File: src/rtl/aes8_pkg.sv
// Shared constants for the 8-bit-datapath AES-128 core: ShiftRows byte order,
// MixColumns accumulate masks and the per-bank state encoding of the ShiftRows stage.
package aes8_pkg;

  localparam int AES_BLK_BYTES = 16;

  localparam logic [7:0] MC_EN_FIRST = 8'h00;
  localparam logic [7:0] MC_EN_ACC   = 8'hFF;

  // Output position k of a ShiftRows block takes input byte SR_PERM[k] (column-major input).
  localparam logic [3:0] SR_PERM [AES_BLK_BYTES] = '{
    4'd0,  4'd5,  4'd10, 4'd15,
    4'd4,  4'd9,  4'd14, 4'd3,
    4'd8,  4'd13, 4'd2,  4'd7,
    4'd12, 4'd1,  4'd6,  4'd11
  };

  localparam logic [1:0] BANK_EMPTY    = 2'd0;
  localparam logic [1:0] BANK_FILLING  = 2'd1;
  localparam logic [1:0] BANK_FULL     = 2'd2;
  localparam logic [1:0] BANK_DRAINING = 2'd3;

  function automatic logic [3:0] sr_src(input logic [3:0] pos);
    return SR_PERM[pos];
  endfunction

endpackage

File: src/rtl/shiftrows_bank.sv
// One 16-byte buffer of the ShiftRows ping-pong pair: written in input order,
// read combinationally in ShiftRows order.
module shiftrows_bank
  import aes8_pkg::*;
(
  input  logic       clk,
  input  logic       rst_n,
  input  logic       we,
  input  logic [3:0] waddr,
  input  logic [7:0] wdata,
  input  logic [3:0] raddr,
  output logic [7:0] rdata
);

  logic [7:0] mem [AES_BLK_BYTES];

  // NOTE: the array is small and register-based, so it is cleared on reset to keep
  // stale key-dependent state from lingering; a RAM macro could not be reset like this.
  always_ff @(posedge clk or negedge rst_n) begin
    if (!rst_n) begin
      for (int i = 0; i < AES_BLK_BYTES; i++) begin
        mem[i] <= '0;
      end
    end else if (we) begin
      mem[waddr] <= wdata;
    end
  end

  assign rdata = mem[sr_src(raddr)];

endmodule

File: src/rtl/shiftrows_8.sv
// Byte-serial ShiftRows stage: two 16-byte banks ping-pong so one block fills
// while the other drains, emitting bytes with the MixColumns accumulate mask.
module shiftrows_8
  import aes8_pkg::*;
(
  input  logic       clk,
  input  logic       rst_n,
  input  logic       clear,
  input  logic       in_valid,
  output logic       in_ready,
  input  logic [7:0] in_data,
  output logic       out_valid,
  input  logic       out_ready,
  output logic [7:0] out_data,
  output logic [7:0] out_en,
  output logic       out_col_last,
  output logic       out_blk_last
);

  logic       wr_bank;
  logic       rd_bank;
  logic [3:0] wr_cnt;
  logic [3:0] rd_cnt;
  logic [1:0] full;
  logic       accept;
  logic       emit;
  logic       wr_last;
  logic       rd_last;
  logic [7:0] bank_rdata [2];

  assign in_ready  = !full[wr_bank];
  assign out_valid = full[rd_bank];
  assign accept    = in_valid && in_ready;
  assign emit      = out_valid && out_ready;
  assign wr_last   = (wr_cnt == 4'd15);
  assign rd_last   = (rd_cnt == 4'd15);

  // NOTE: sequential state uses non-blocking assignments so every register samples
  // pre-edge values regardless of block ordering.
  always_ff @(posedge clk or negedge rst_n) begin
    if (!rst_n) begin
      wr_bank <= 1'b0;
      wr_cnt  <= '0;
    end else if (clear) begin
      wr_bank <= 1'b0;
      wr_cnt  <= '0;
    end else if (accept) begin
      wr_cnt <= wr_cnt + 4'd1;
      if (wr_last) begin
        wr_bank <= ~wr_bank;
      end
    end
  end

  always_ff @(posedge clk or negedge rst_n) begin
    if (!rst_n) begin
      rd_bank <= 1'b0;
      rd_cnt  <= '0;
    end else if (clear) begin
      rd_bank <= 1'b0;
      rd_cnt  <= '0;
    end else if (emit) begin
      rd_cnt <= rd_cnt + 4'd1;
      if (rd_last) begin
        rd_bank <= ~rd_bank;
      end
    end
  end

  for (genvar g = 0; g < 2; g++) begin : g_bank
    localparam logic BANK_ID = 1'(g);

    logic [1:0] state;
    logic       wr_sel;
    logic       rd_sel;

    assign wr_sel = accept && (wr_bank == BANK_ID);
    assign rd_sel = emit && (rd_bank == BANK_ID);

    // A bank is only written while EMPTY/FILLING because in_ready masks FULL/DRAINING.
    always_ff @(posedge clk or negedge rst_n) begin
      if (!rst_n) begin
        state <= BANK_EMPTY;
      end else if (clear) begin
        state <= BANK_EMPTY;
      end else begin
        case (state)
          BANK_EMPTY:    if (wr_sel)            state <= BANK_FILLING;
          BANK_FILLING:  if (wr_sel && wr_last) state <= BANK_FULL;
          BANK_FULL:     if (rd_sel)            state <= BANK_DRAINING;
          BANK_DRAINING: if (rd_sel && rd_last) state <= BANK_EMPTY;
          default:                              state <= BANK_EMPTY;
        endcase
      end
    end

    assign full[g] = (state == BANK_FULL) || (state == BANK_DRAINING);

    shiftrows_bank u_bank (
      .clk   (clk),
      .rst_n (rst_n),
      .we    (wr_sel && !clear),
      .waddr (wr_cnt),
      .wdata (in_data),
      .raddr (rd_cnt),
      .rdata (bank_rdata[g])
    );
  end

  // NOTE: every output gets a default before the if, so no latch is inferred.
  always_comb begin
    out_data     = '0;
    out_en       = MC_EN_FIRST;
    out_col_last = 1'b0;
    out_blk_last = 1'b0;
    if (out_valid) begin
      out_data     = bank_rdata[rd_bank];
      out_en       = (rd_cnt[1:0] == 2'd0) ? MC_EN_FIRST : MC_EN_ACC;
      out_col_last = (rd_cnt[1:0] == 2'd3);
      out_blk_last = rd_last;
    end
  end

endmodule

File: config.mk
export PLATFORM = sky130hd
export DESIGN_NAME = shiftrows_8
export DESIGN_NICKNAME = d
export VERILOG_FILES = /design/src/rtl/aes8_pkg.sv /design/src/rtl/shiftrows_bank.sv /design/src/rtl/shiftrows_8.sv
export SDC_FILE = /design/constraint.sdc
export NUM_CORES = 1
export LEC_CHECK = 0
export ABC_AREA = 0
export CAP_MARGIN = 20
export CORE_UTILIZATION = 30
export DETAILED_ROUTE_END_ITERATION = 7
export PLACE_DENSITY = 0.54
export SETUP_SLACK_MARGIN = 0.1
export SLEW_MARGIN = 10
export SYNTH_ARGS = -nofsm -noshare
export SYNTH_HDL_FRONTEND = slang
export SYNTH_SLANG_ARGS = --single-unit
File: constraint.sdc
create_clock -name clk -period 7.52 [get_ports clk]
set_clock_uncertainty 0.2 [all_clocks]
set_input_delay 1.88 -clock clk [delete_from_list [all_inputs] [get_ports clk]]
set_output_delay 1.88 -clock clk [all_outputs]
set_load 0.05 [all_outputs]
==> results.md <==
* Post-synth top cells: dfrtp_1, mux2_2, mux4_2
* Routed wire per std cell at between 20 and 25 um
* Root buffer cell: clkbuf_16
* CTS HTree Levels at 1
* Clock Latency Late Sink at ~0.55 ns
* Vias at 7432
* Hold_buf cts at 0
* Hold path depth at 1
* Synthesized area at ~13000 um2
* Worst path arrival time at 4.39 ns
* Placer congestion estimate at ~0.85
* Max cap viols at 0
* Measured slew at the worst slew-check pin at about 0.94 ns
* Leak at roughly 7 nW
* HP Class: reg2reg
* Max-Slew Margin vs Limit at 0.3733
* CP required at between 5 and 6 ns
* CTS resizes at 0
* Seq/Total Area, Yosys at 0.5233
* Synth Instances at roughly 880
* Cell chain of the critical path: buf_4 -> inv_2 -> ha_1 -> mux2i_4 -> xor2_4 -> nor3_1 -> a22o_1 -> or3_1 -> clkdlybuf4s50_1
* Max Clk Rate at 0.1545 GHz
* Die Footprint at about 44000 um2
* HPWL Detailed at approximately 20000 um
* FF-to-FF End: g_bank[1].u_bank.mem[48]
* Post-Syn Area per Cell at approximately 15 um2
* Crit path time final at between 6 and 7 ns
* Hold Fails Final Rpt at 0
* Die width at about 210 um
* R2R depth at 6
* R2R Path Start: g_bank[1].state[0]
* Synth area leaders: dfrtp_1, mux2_2, mux4_2, mux2_1, mux2i_1
* Clk slew on worst S/H paths at approximately 0.060 ns
* PortBufs at 32
* Final TNS setup at 0 ns
* CP Class: reg2out
* Worst vdd ir at 0.1802 mV
* Pin count of the biggest net entering global routing at between 150 and 200
* DRC at 0
* Critical Path End Type: output pin
* CP endpoint: out_data[1]
* Asr flop ratio synth at 1.000
* Die Span Y at ~210 um
* Vias/cell at 5.094
* Crit Path Max Fanout at 23
* Layout area overhead at 14.42%
* Post-CTS setup buffers at 0
* Routed WL at 31750 um
* CP startpoint kind: register
* Fin util at 0.3498
* N_diodes at 0
* Status: finished clean
* Num CTS Buffers at 30
* First-pass GRT wire length at ~50000 um
* Worst Setup SP: rd_cnt[1]
* Ys Warns at 0
* Netlist cell types at 43
* Post-synth top area share at 0.5233
* Final setup vio count at 0
* CTS tree: done
* FP Rows at between 70 and 80
* Post-synthesis register bit count at 270
* Initial Util at 0.3057
* IO Pins at 33
* R2r setup slk at around 4.4 ns
* CTS Sinks at between 200 and 300
* Slowest Stage Delay on Critical Path at ~0.74 ns
* Clock tree buffer depth at 3
* Period utilization at 0.8607
* Most numerous cell in the Yosys netlist: dfrtp_1
* Synthesized net count at between 900 and 1000
* Pwr/cell area at around 250 nW/um2
* Synth area leader: dfrtp_1
* Drt pass-1 iters at 4
* Core ar. at between 40000 and 50000 um2
* Primary FF master, synth: dfrtp_1
* Final non-filler cell area at roughly 15000 um2
* Final nets at around 920
* Initial DRC Count at roughly 520
* RSZ-0062 raised after global routing: false
* Initial antenna violation count at 1
* Number of flops mapped to enable cells by yosys at 0
* Vias in the first global route at 7647
* Remaining global-route overflow at 0
* Antenna viol nets, final at 0
* Critical path's slowest cell: clkdlybuf4s50_1
* Post-DP Area at about 14000 um2
* Final Slew Violations at 0
* GRT Util Overall at 0.1491
* Fraction of layout cells with a size suffix above 1 at 0.4141
worst min-delay path by stage:
| stage | from | end | slack, ns |
|---|---|---|---|
| after floorplan | g_bank[1].u_bank.mem[112] | g_bank[1].u_bank.mem[112] | 0.25 |
| after global placement | g_bank[1].u_bank.mem[115] | g_bank[1].u_bank.mem[115] | 0.26 |
| after detailed placement | g_bank[1].u_bank.mem[117] | g_bank[1].u_bank.mem[117] | 0.27 |
| after CTS | g_bank[1].u_bank.mem[116] | g_bank[1].u_bank.mem[116] | 0.29 |
| after global routing | g_bank[1].u_bank.mem[113] | g_bank[1].u_bank.mem[113] | 0.30 |
| final | g_bank[1].u_bank.mem[119] | g_bank[1].u_bank.mem[119] | 0.28 |
where the power goes:
group,leakage [nW],switching [mW],internal [mW]
Combinational,2.71,0.391,0.262
Sequential,3.72,0.0532,1.55
Clock,0.511,0.585,0.908
through the flow:
stage,instances,hold slack (ns),worst slack [ns],total power [mW]
after floorplan,882,0.2526,2.367,2.051
after global placement,1403,0.2641,1.606,2.285
after detailed placement,1403,0.2741,1.559,2.291
after CTS,1459,0.2874,0.9511,3.801
after global routing,1459,0.2970,0.7901,3.920
final,1459,0.2817,1.048,3.754
worst max-delay path: cells and delay by family, from the launching register on:
family | cells | cell delay, ns
xor gates and xnor gates | 1 | 0.54
AOI/OAI and AO/OA | 1 | 0.27
DFF | 1 | 0.32
muxes | 1 | 0.25
buffers and inverters | 3 | 1.35
and+or+nand+nor | 2 | 0.74
adders and majority gates | 1 | 0.37
cell usage in the layout, fill, tap and decap left out, types with 2 or more instances in the layout:
master           count
xor2_1               3
inv_1                9
or3_1               10
clkbuf_16           31
mux2_1              32
xnor2_1              3
ha_1                14
nor2_1              24
mux2_2             239
buf_4               13
nor2_2               3
clkinv_2             7
dfrtp_1            268
mux2i_1             21
bufinv_16            2
nand2_1             35
clkbuf_8             9
a21oi_1             17
clkbuf_1             7
o21ai_0              5
mux4_2              63
and3_1               7
nor2b_1              4
nor3_1               4
nand2b_1             4
nor3_2               4
clkdlybuf4s50_1     31
a22o_1               8
dfrtp_4              2
o22ai_1              8
nand3_1             15
cell families (layout without fill, tap and decap cells):
logic type | after synthesis | count (layout) | share of synthesized area
simple gates | 118 | 118 | 0.04632
flops | 270 | 270 | 0.5233
fa+ha+maj | 14 | 14 | 0.01357
buf+inv | 74 | 112 | 0.02490
compound gates | 42 | 42 | 0.02016
xor+xnor | 8 | 8 | 0.007463
mux | 356 | 356 | 0.3643
metal layers:
metal  vias to the layer above  GRT usage  part of all wire
met1                      3979     0.2175              0.47
met4                         2    0.02668             0.012
met2                       149     0.2392              0.47
met3                        33    0.01960             0.045
li1                       3269          -                 -
met5                         -          0           0.00041
layout make-up:
cell class,instances,area (um2)
clock buffer,47,925.9
clock inverter,9,95.09
fill,4083,27460
inverter,10,37.54
multi-input combinational,538,5833
sequential,270,6764
tap,539,674.4
timing repair buffer,46,442.9
sequential cells by signal, summed over array words and instances, names as in the netlist:
| register | count |
|---|---|
| wr_cnt | 4 |
| rd_cnt | 4 |
| g_bank.state | 4 |
| rd_bank | 1 |
| g_bank.u_bank.mem | 256 |
| wr_bank | 1 |
No activity file was read; power rests on OpenSTA's default activity.
==> patch: new RTL, same flow settings <==
Reset style: synchronous (`rst_n`), changed in 4 clocked blocks.
--- a/src/rtl/shiftrows_bank.sv
+++ b/src/rtl/shiftrows_bank.sv
@@ -16,7 +16,7 @@
 
   // NOTE: the array is small and register-based, so it is cleared on reset to keep
   // stale key-dependent state from lingering; a RAM macro could not be reset like this.
-  always_ff @(posedge clk or negedge rst_n) begin
+  always_ff @(posedge clk) begin
     if (!rst_n) begin
       for (int i = 0; i < AES_BLK_BYTES; i++) begin
         mem[i] <= '0;
--- a/src/rtl/shiftrows_8.sv
+++ b/src/rtl/shiftrows_8.sv
@@ -37,7 +37,7 @@
 
   // NOTE: sequential state uses non-blocking assignments so every register samples
   // pre-edge values regardless of block ordering.
-  always_ff @(posedge clk or negedge rst_n) begin
+  always_ff @(posedge clk) begin
     if (!rst_n) begin
       wr_bank <= 1'b0;
       wr_cnt  <= '0;
@@ -52,7 +52,7 @@
     end
   end
 
-  always_ff @(posedge clk or negedge rst_n) begin
+  always_ff @(posedge clk) begin
     if (!rst_n) begin
       rd_bank <= 1'b0;
       rd_cnt  <= '0;
@@ -78,7 +78,7 @@
     assign rd_sel = emit && (rd_bank == BANK_ID);
 
     // A bank is only written while EMPTY/FILLING because in_ready masks FULL/DRAINING.
-    always_ff @(posedge clk or negedge rst_n) begin
+    always_ff @(posedge clk) begin
       if (!rst_n) begin
         state <= BANK_EMPTY;
       end else if (clear) begin
Formal check against the unedited RTL: same outputs for any inputs over 10 cycles, from zero or initial values and one cycle with rst_n low; that may be too few to reach the edited logic, so the function may still have changed.
==> patch against the unedited design <==
Wire length is 4.2% higher; maximum frequency is 3.6% higher; final area is 0.17% higher; sequential share of layout area is 8.1 points higher; sequential cell count is the same; worst setup slack better by 0.22 ns; synthesized area about the same; via count up 6.2%; count of clock-buffer cells in the layout is the same; final cell count is 11% higher; critical path type unchanged; critical endpoint is now out_data[7].
Power is not compared: it rests on default switching activity, and its combinational part moved more than twofold at a synthesized area within 25%.
==> patch: results (changes against the unedited design) <==
Final layout
  • Final instance area: 14,800 um^2 (+0.17%)
  • Fraction of area in registers: 0.539 (+0.0808)
  • Clk tree area frac: 0.0609 (-0.00823)
  • Post-layout net count: 1,081 (+17%)
  • NonClk Buf Share: 0.0434 (+0.0134)
  • Multi-input combinational area share: 0.309 (-0.0862)
  • Fillers: 4,138 (+1.3%)

Setup path
  • Reg2Reg Depth: 7 (+1)
  • CP peak stage delay: 0.96 ns (+0.22 ns)
  • Slowest cell on crit path: dfxtp_4
  • Worst setup path end: out_data[7]
  • Worst-path fanout max: 61 (+170%)

Yosys
  • Part of the Yosys area used for sequential elements: 0.617 (+0.0933)
  • Asr flop ratio synth: 0 (-1.00)
  • Top cells by area, synth: edfxtp_1 (59%), and2_1 (13%), mux2i_1 (6.5%)
  • Post-synthesis mux area share: 0.0938 (-0.270)

GRT
  • Largest net degree at the start of global routing: 62 (-64%)
  • Met3 Usage GRT: 0.0217 (+0.00209)
  • Global-route wire length before repair: 49,800 um (-0.66%)

Drt
  • Met3 WL: 1910 um (+34%)
  • DR WL/cell: 20.5 um (-5.9%)
  • Met2 routed wirelength: 15,600 um (+3.4%)
  • Top layer in use: met4
  • Vias/cell: 4.89 (-4.1%)

CTS
  • Clock Latency Late Sink: 0.57 ns (+0.02 ns)

Placed design
  • Placed Area: 13,800 um^2 (+0.65%)
  • Setup WS pre-CTS: 1.67 ns (+0.113 ns)

Outcome
  • Status: finished, final reports clean

Timing
  • Minimum clock period: 6.25 ns (-0.225 ns)
-- patch: how the worst min path moves through the flow --
stage	slack, ns	from	cells past startpoint	to
floorplan	0.28	wr_bank$_SDFFE_PP0P_	2	wr_bank$_SDFFE_PP0P_
global placement	0.30	wr_bank$_SDFFE_PP0P_	2	wr_bank$_SDFFE_PP0P_
detailed placement	0.31	wr_bank$_SDFFE_PP0P_	2	wr_bank$_SDFFE_PP0P_
CTS	0.32	wr_bank$_SDFFE_PP0P_	2	wr_bank$_SDFFE_PP0P_
global route	0.35	wr_cnt[1]$_SDFFE_PP0N_	2	wr_cnt[1]$_SDFFE_PP0N_
finish	0.32	wr_bank$_SDFFE_PP0P_	2	wr_bank$_SDFFE_PP0P_
-- patch: cells by family after synthesis --
family,after synthesis
AOI/OAI and AO/OA,158
muxes,117
and+or+nand+nor,366
adders and majority gates,16
DFF,270
xor gates and xnor gates,6
buffers and inverters,87
-- patch: power by group --
group	internal, mW	switching [mW]
Clock	0.789	0.578
Sequential	1.69	0.0137
Combinational	0.0424	0.0956
